$ cat config.mk
export PLATFORM = sky130hd
export DESIGN_NAME = bht_update_queue
export DESIGN_NICKNAME = d
export VERILOG_FILES = /design/src/rtl/bht_update_queue.sv
export SDC_FILE = /design/constraint.sdc
export NUM_CORES = 1
export LEC_CHECK = 0
export CAP_MARGIN = 5
export CORE_MARGIN = 5
export CORE_UTILIZATION = 55
export DETAILED_ROUTE_END_ITERATION = 7
export GPL_TIMING_DRIVEN = 1
export PLACE_DENSITY = 0.79
export SLEW_MARGIN = 20
export SYNTH_ARGS = -nofsm -noshare
export SYNTH_HDL_FRONTEND = slang
export SYNTH_SLANG_ARGS = --single-unit
$ cat constraint.sdc
create_clock -name clk_i -period 3.5 [get_ports clk_i]
set_input_delay 0.35 -clock clk_i [delete_from_list [all_inputs] [get_ports clk_i]]
set_output_delay 0.35 -clock clk_i [all_outputs]
set_load 0.05 [all_outputs]
$ cat src/rtl/bht_update_queue.sv
// Branch-outcome queue between the branch unit and the private-history BHT.
// Resolved conditional branches are buffered in a small circular FIFO and
// replayed one per permitted cycle as registered single-cycle update pulses.
// When the queue is full and nothing drains, the oldest entry is dropped
// and a saturating diagnostic counter records the loss.
module bht_update_queue #(
   parameter int VLEN          = 64,
   parameter int DEPTH         = 4,
   parameter int OVF_CNT_WIDTH = 8
) (
   input  logic                       clk_i,
   input  logic                       rst_i,
   input  logic                       flush_i,
   input  logic                       resolved_valid_i,
   input  logic                       resolved_is_cond_i,
   input  logic [VLEN-1:0]            resolved_pc_i,
   input  logic                       resolved_taken_i,
   input  logic                       drain_en_i,
   output logic                       bht_update_valid_o,
   output logic [VLEN-1:0]            bht_update_pc_o,
   output logic                       bht_update_taken_o,
   output logic [$clog2(DEPTH):0]     occupancy_o,
   output logic                       full_o,
   output logic                       empty_o,
   output logic [OVF_CNT_WIDTH-1:0]   overflow_cnt_o
);

   localparam int PTR_W = $clog2(DEPTH);
   localparam int CNT_W = PTR_W + 1;
   localparam logic [CNT_W-1:0] FULL_CNT = CNT_W'(DEPTH);

   // Entry storage; contents are only meaningful between head and tail,
   // so the array carries no reset.
   logic [VLEN-1:0]          pc_mem    [DEPTH];
   logic                     taken_mem [DEPTH];

   logic [PTR_W-1:0]         head;
   logic [PTR_W-1:0]         tail;
   logic [CNT_W-1:0]         count;
   logic [OVF_CNT_WIDTH-1:0] ovf_cnt;

   logic                     upd_vld_p1;
   logic [VLEN-1:0]          upd_pc_p1;
   logic                     upd_taken_p1;

   logic                     full;
   logic                     empty;
   logic                     enq;
   logic                     deq;

   // Queue status and handshake decisions, all from registered state.
   always_comb begin
      full  = (count == FULL_CNT);
      empty = (count == '0);
      enq   = resolved_valid_i & resolved_is_cond_i & ~flush_i;
      deq   = drain_en_i & ~empty & ~flush_i;
   end

   // Write the incoming outcome at the tail; when full this is the head slot,
   // and a same-edge dequeue still reads the old head contents.
   always_ff @(posedge clk_i) begin
      if (enq) begin
         pc_mem[tail]    <= resolved_pc_i;
         taken_mem[tail] <= resolved_taken_i;
      end
   end

   // Pointer, occupancy, overflow and output-pulse control.
   always_ff @(posedge clk_i or posedge rst_i) begin
      if (rst_i) begin
         head         <= '0;
         tail         <= '0;
         count        <= '0;
         ovf_cnt      <= '0;
         upd_vld_p1   <= 1'b0;
         upd_pc_p1    <= '0;
         upd_taken_p1 <= 1'b0;
      end else if (flush_i) begin
         // Overflow count is diagnostic and survives a flush.
         head       <= '0;
         tail       <= '0;
         count      <= '0;
         upd_vld_p1 <= 1'b0;
      end else begin
         upd_vld_p1 <= deq;
         if (deq) begin
            upd_pc_p1    <= pc_mem[head];
            upd_taken_p1 <= taken_mem[head];
         end
         if (enq && deq) begin
            head <= head + PTR_W'(1);
            tail <= tail + PTR_W'(1);
         end else if (enq) begin
            tail <= tail + PTR_W'(1);
            if (full) begin
               // Drop-oldest: the new entry replaced the head slot.
               head <= head + PTR_W'(1);
               if (ovf_cnt != '1)
                  ovf_cnt <= ovf_cnt + OVF_CNT_WIDTH'(1);
            end else begin
               count <= count + CNT_W'(1);
            end
         end else if (deq) begin
            head  <= head + PTR_W'(1);
            count <= count - CNT_W'(1);
         end
      end
   end

   // Drive outputs straight from registers.
   always_comb begin
      bht_update_valid_o = upd_vld_p1;
      bht_update_pc_o    = upd_pc_p1;
      bht_update_taken_o = upd_taken_p1;
      occupancy_o        = count;
      full_o             = full;
      empty_o            = empty;
      overflow_cnt_o     = ovf_cnt;
   end

endmodule

==> results.md <==
* Post-DRT Antenna Nets at 0
* Critical Path Start Type: flop
* N_diodes at 0
* Number of hold violations in the final report at 0
* H-tree Lvls at 2
* Max VDD drop at 0.000681 V
* Total CTS buffers at 35
* Power share of the combinational group at 26.5%
* Syn_nets at 646
* Max Transition Viols Final at 0
* GP Congestion at 0.752
* Clock skew at 0.0249 ns
* Root buf cell: clkbuf_16
* Die Wd at 162 um
* All-Layer GR Usage at 19.2%
* Fin area at about 16000 um^2
* Port bufs at 149
* Post-route core utilization at slightly below 70%
* Num rows at 55
* Fmax at between 300 and 400 MHz
* Cells after Synth at 569
* Mapped Area at 12700 um^2
* Placed instance area at 14600 um^2
* Post-synthesis cell type count at 38
* Sw Ratio at 31.0%
* Psw at 3.71 mW
* Setup TNS Final at 0 ns
* CP Max Fanout at 8
* Least-Margin Pin Slew at slightly below 1 ns
* Critical path required time at 3.15 ns
* Vias per cell at 5.82
* Most used DFF post-synth: edfxtp_1
* Antenna violations before repair at 2
* Area of the multi-input gates at ~2700 um^2
* Worst skew pair latency at 0.51 ns
* #FFs+latches synth at about 340
* Syn Area/Cell at 22.3 um^2
* GRT overflow at 0
* Min cycle time layout at approximately 2.7 ns
* WP data arrival at 2.34 ns
* Initial drt markers at 282
* FFs w/ async S/R, synth at a little under a quarter
* Crit end category: output pin
* Clk buf depth at 3
* Power share of the clock group at 30.9%
* Die height at 162 um
* Pwr/cell area at 759 nW/um^2
* Final period utilization at 76.9%
* Most common cell after layout, fill and taps aside: edfxtp_1
* DP HPWL at 14800 um
* RSZ-0062 raised after global routing: no
* Nets at 817
* YS warnings at 0
* IO Count at 150
* Most frequent cells in the layout: 260 x edfxtp_1, 149 x clkdlybuf4s50_1, 79 x dfrtp_1, 65 x mux4_2, 65 x mux2_2
* Internal power at 8.23 mW
* Placed Cells at 988
* Hold_buf cts at 0
* Sequential power share at between 40% and 50%
* Detail-routed net length per standard cell at 23.2 um
* DRT Pass-1 Iters at 4
* Sequential fraction of the synthesis area at between 70% and 80%
* Post-CTS Setup Repair Bufs at 0
* Number of flops mapped to enable cells by yosys at 260
* Reg clk slew, reported paths at 0.06 ns
* Filler instances at roughly 1400
* Number of global-route vias before repair at 6709
* Worst slew margin at 34.2%
* Final cell count without fillers at around 1100
* Core ar. at 22600 um^2
* Hold Path Class: primary input to async pin
* Final WL at 24400 um
* Drc violations at 0
* Fraction of layout cells with a size suffix above 1 at 26.2%
* Status: complete, no violations
* CTS resizes at 0
* Max-Cap Viols at 0
* Clock sinks at 341
* Sequential cell area at 9840 um^2
* Worst Path Class, Setup: flop to output pin
* First-pass GRT wire length at 38800 um
* Leakage power at 5.32 nW
* Area of the die at 26200 um^2
* Largest net degree at the start of global routing at 69
* Initial Util at 56.0%
* CTS tree: yes
* Final setup viols at 0
* Detailed-route via count at 6118
* Syn-to-layout area delta at 24.0%
logic make-up (layout without fill, tap and decap cells):
group	Yosys count	in the layout	synth area share (%)
XOR/XNOR	10	10	0.691
buffers and inverters	31	228	1.17
adder cells (fa/ha/maj)	6	6	0.651
flip-flops	341	341	77.5
AO/OA/AOI/OAI	15	15	0.809
AND/OR/NAND/NOR	35	35	1.70
multiplexers	131	131	17.4
Yosys cell counts (2+ instances only):
master	instances	area, um^2
buf_4	5	37.5
and2_1	7	43.8
buf_1	2	7.51
clkbuf_1	6	22.5
a31oi_1	2	12.5
nand3_1	2	10.0
nor2_1	5	18.8
inv_1	7	26.3
xnor2_1	9	78.8
edfxtp_1	260	7810
nor4_1	2	12.5
buf_2	11	55.1
ha_1	5	62.6
nand2_1	4	15.0
a21oi_1	5	25.0
dfrtp_1	81	2030
nand4_1	5	31.3
mux4_2	65	1460
and3_1	2	12.5
or3_1	2	12.5
mux2_2	65	732
final timing paths:
path	start	cells after the start	slack (ns)	to
hold reg to reg	bht_update_pc_o[44]	1	0.51	bht_update_pc_o[44]
hold / removal	rst_i	2	0.31	bht_update_pc_o[48]
max in group asynchronous	rst_i	3	2.44	bht_update_pc_o[26]
min in group clk_i	resolved_pc_i[33]	1	0.47	pc_mem[1][33]
setup reg to reg	head[0]	3	1.38	bht_update_pc_o[18]
setup / recovery	occupancy_o[0]	2	0.81	empty_o
power groups by stage:
stage / Sequential (mW) / Combinational (mW) / Clock, mW
finish: 5.09 / 3.16 / 3.68
global route: 5.15 / 3.30 / 3.94
CTS: 5.10 / 3.20 / 3.75
detailed placement: 5.17 / 3.18 / 0
global placement: 5.14 / 3.15 / 0
floorplan: 6.48 / 0.711 / 0
flip-flops by register name (all words and copies together) (netlist names):
register,count
head,2
bht_update_pc_o,64
pc_mem,256
tail,2
bht_update_valid_o,1
bht_update_taken_o,1
overflow_cnt_o,8
taken_mem,4
occupancy_o,3
metal layers:
| layer | global-route usage [%] | wire, um | up-vias | part of all wire, % |
|---|---|---|---|---|
| li1 | - | - | 2651 | - |
| met5 | 0 | 27 | - | 0.11 |
| met4 | 4.81 | 491 | 4 | 2.0 |
| met1 | 26.4 | 10100 | 3219 | 41 |
| met3 | 4.52 | 1360 | 48 | 5.6 |
| met2 | 31.8 | 12500 | 196 | 51 |
critical path: stages (launching register included):
cell	delay, ns
dfrtp_1	0.47
nor3_1	0.46
clkdlybuf4s50_1	0.91
cell type report:
cell class                 instances  share of cell area [%]
multi-input combinational        197                    17.3
clock buffer                      46                    6.03
sequential                       341                    62.6
inverter                           7                   0.183
tap                              285                    2.27
clock inverter                    17                    1.30
timing repair buffer             158                    10.4
metrics by stage:
| step | setup WS, ns | hold WS (ns) | power, mW |
|---|---|---|---|
| final | 0.808 | 0.313 | 11.9 |
| after global routing | 0.705 | 0.374 | 12.4 |
| after CTS | 0.781 | 0.325 | 12.1 |
| after detailed placement | 0.736 | 0.495 | 8.35 |
| after global placement | 0.832 | 0.486 | 8.29 |
| after floorplan | 0.595 | 0.449 | 7.19 |
Power figures use the tool's default switching activity.
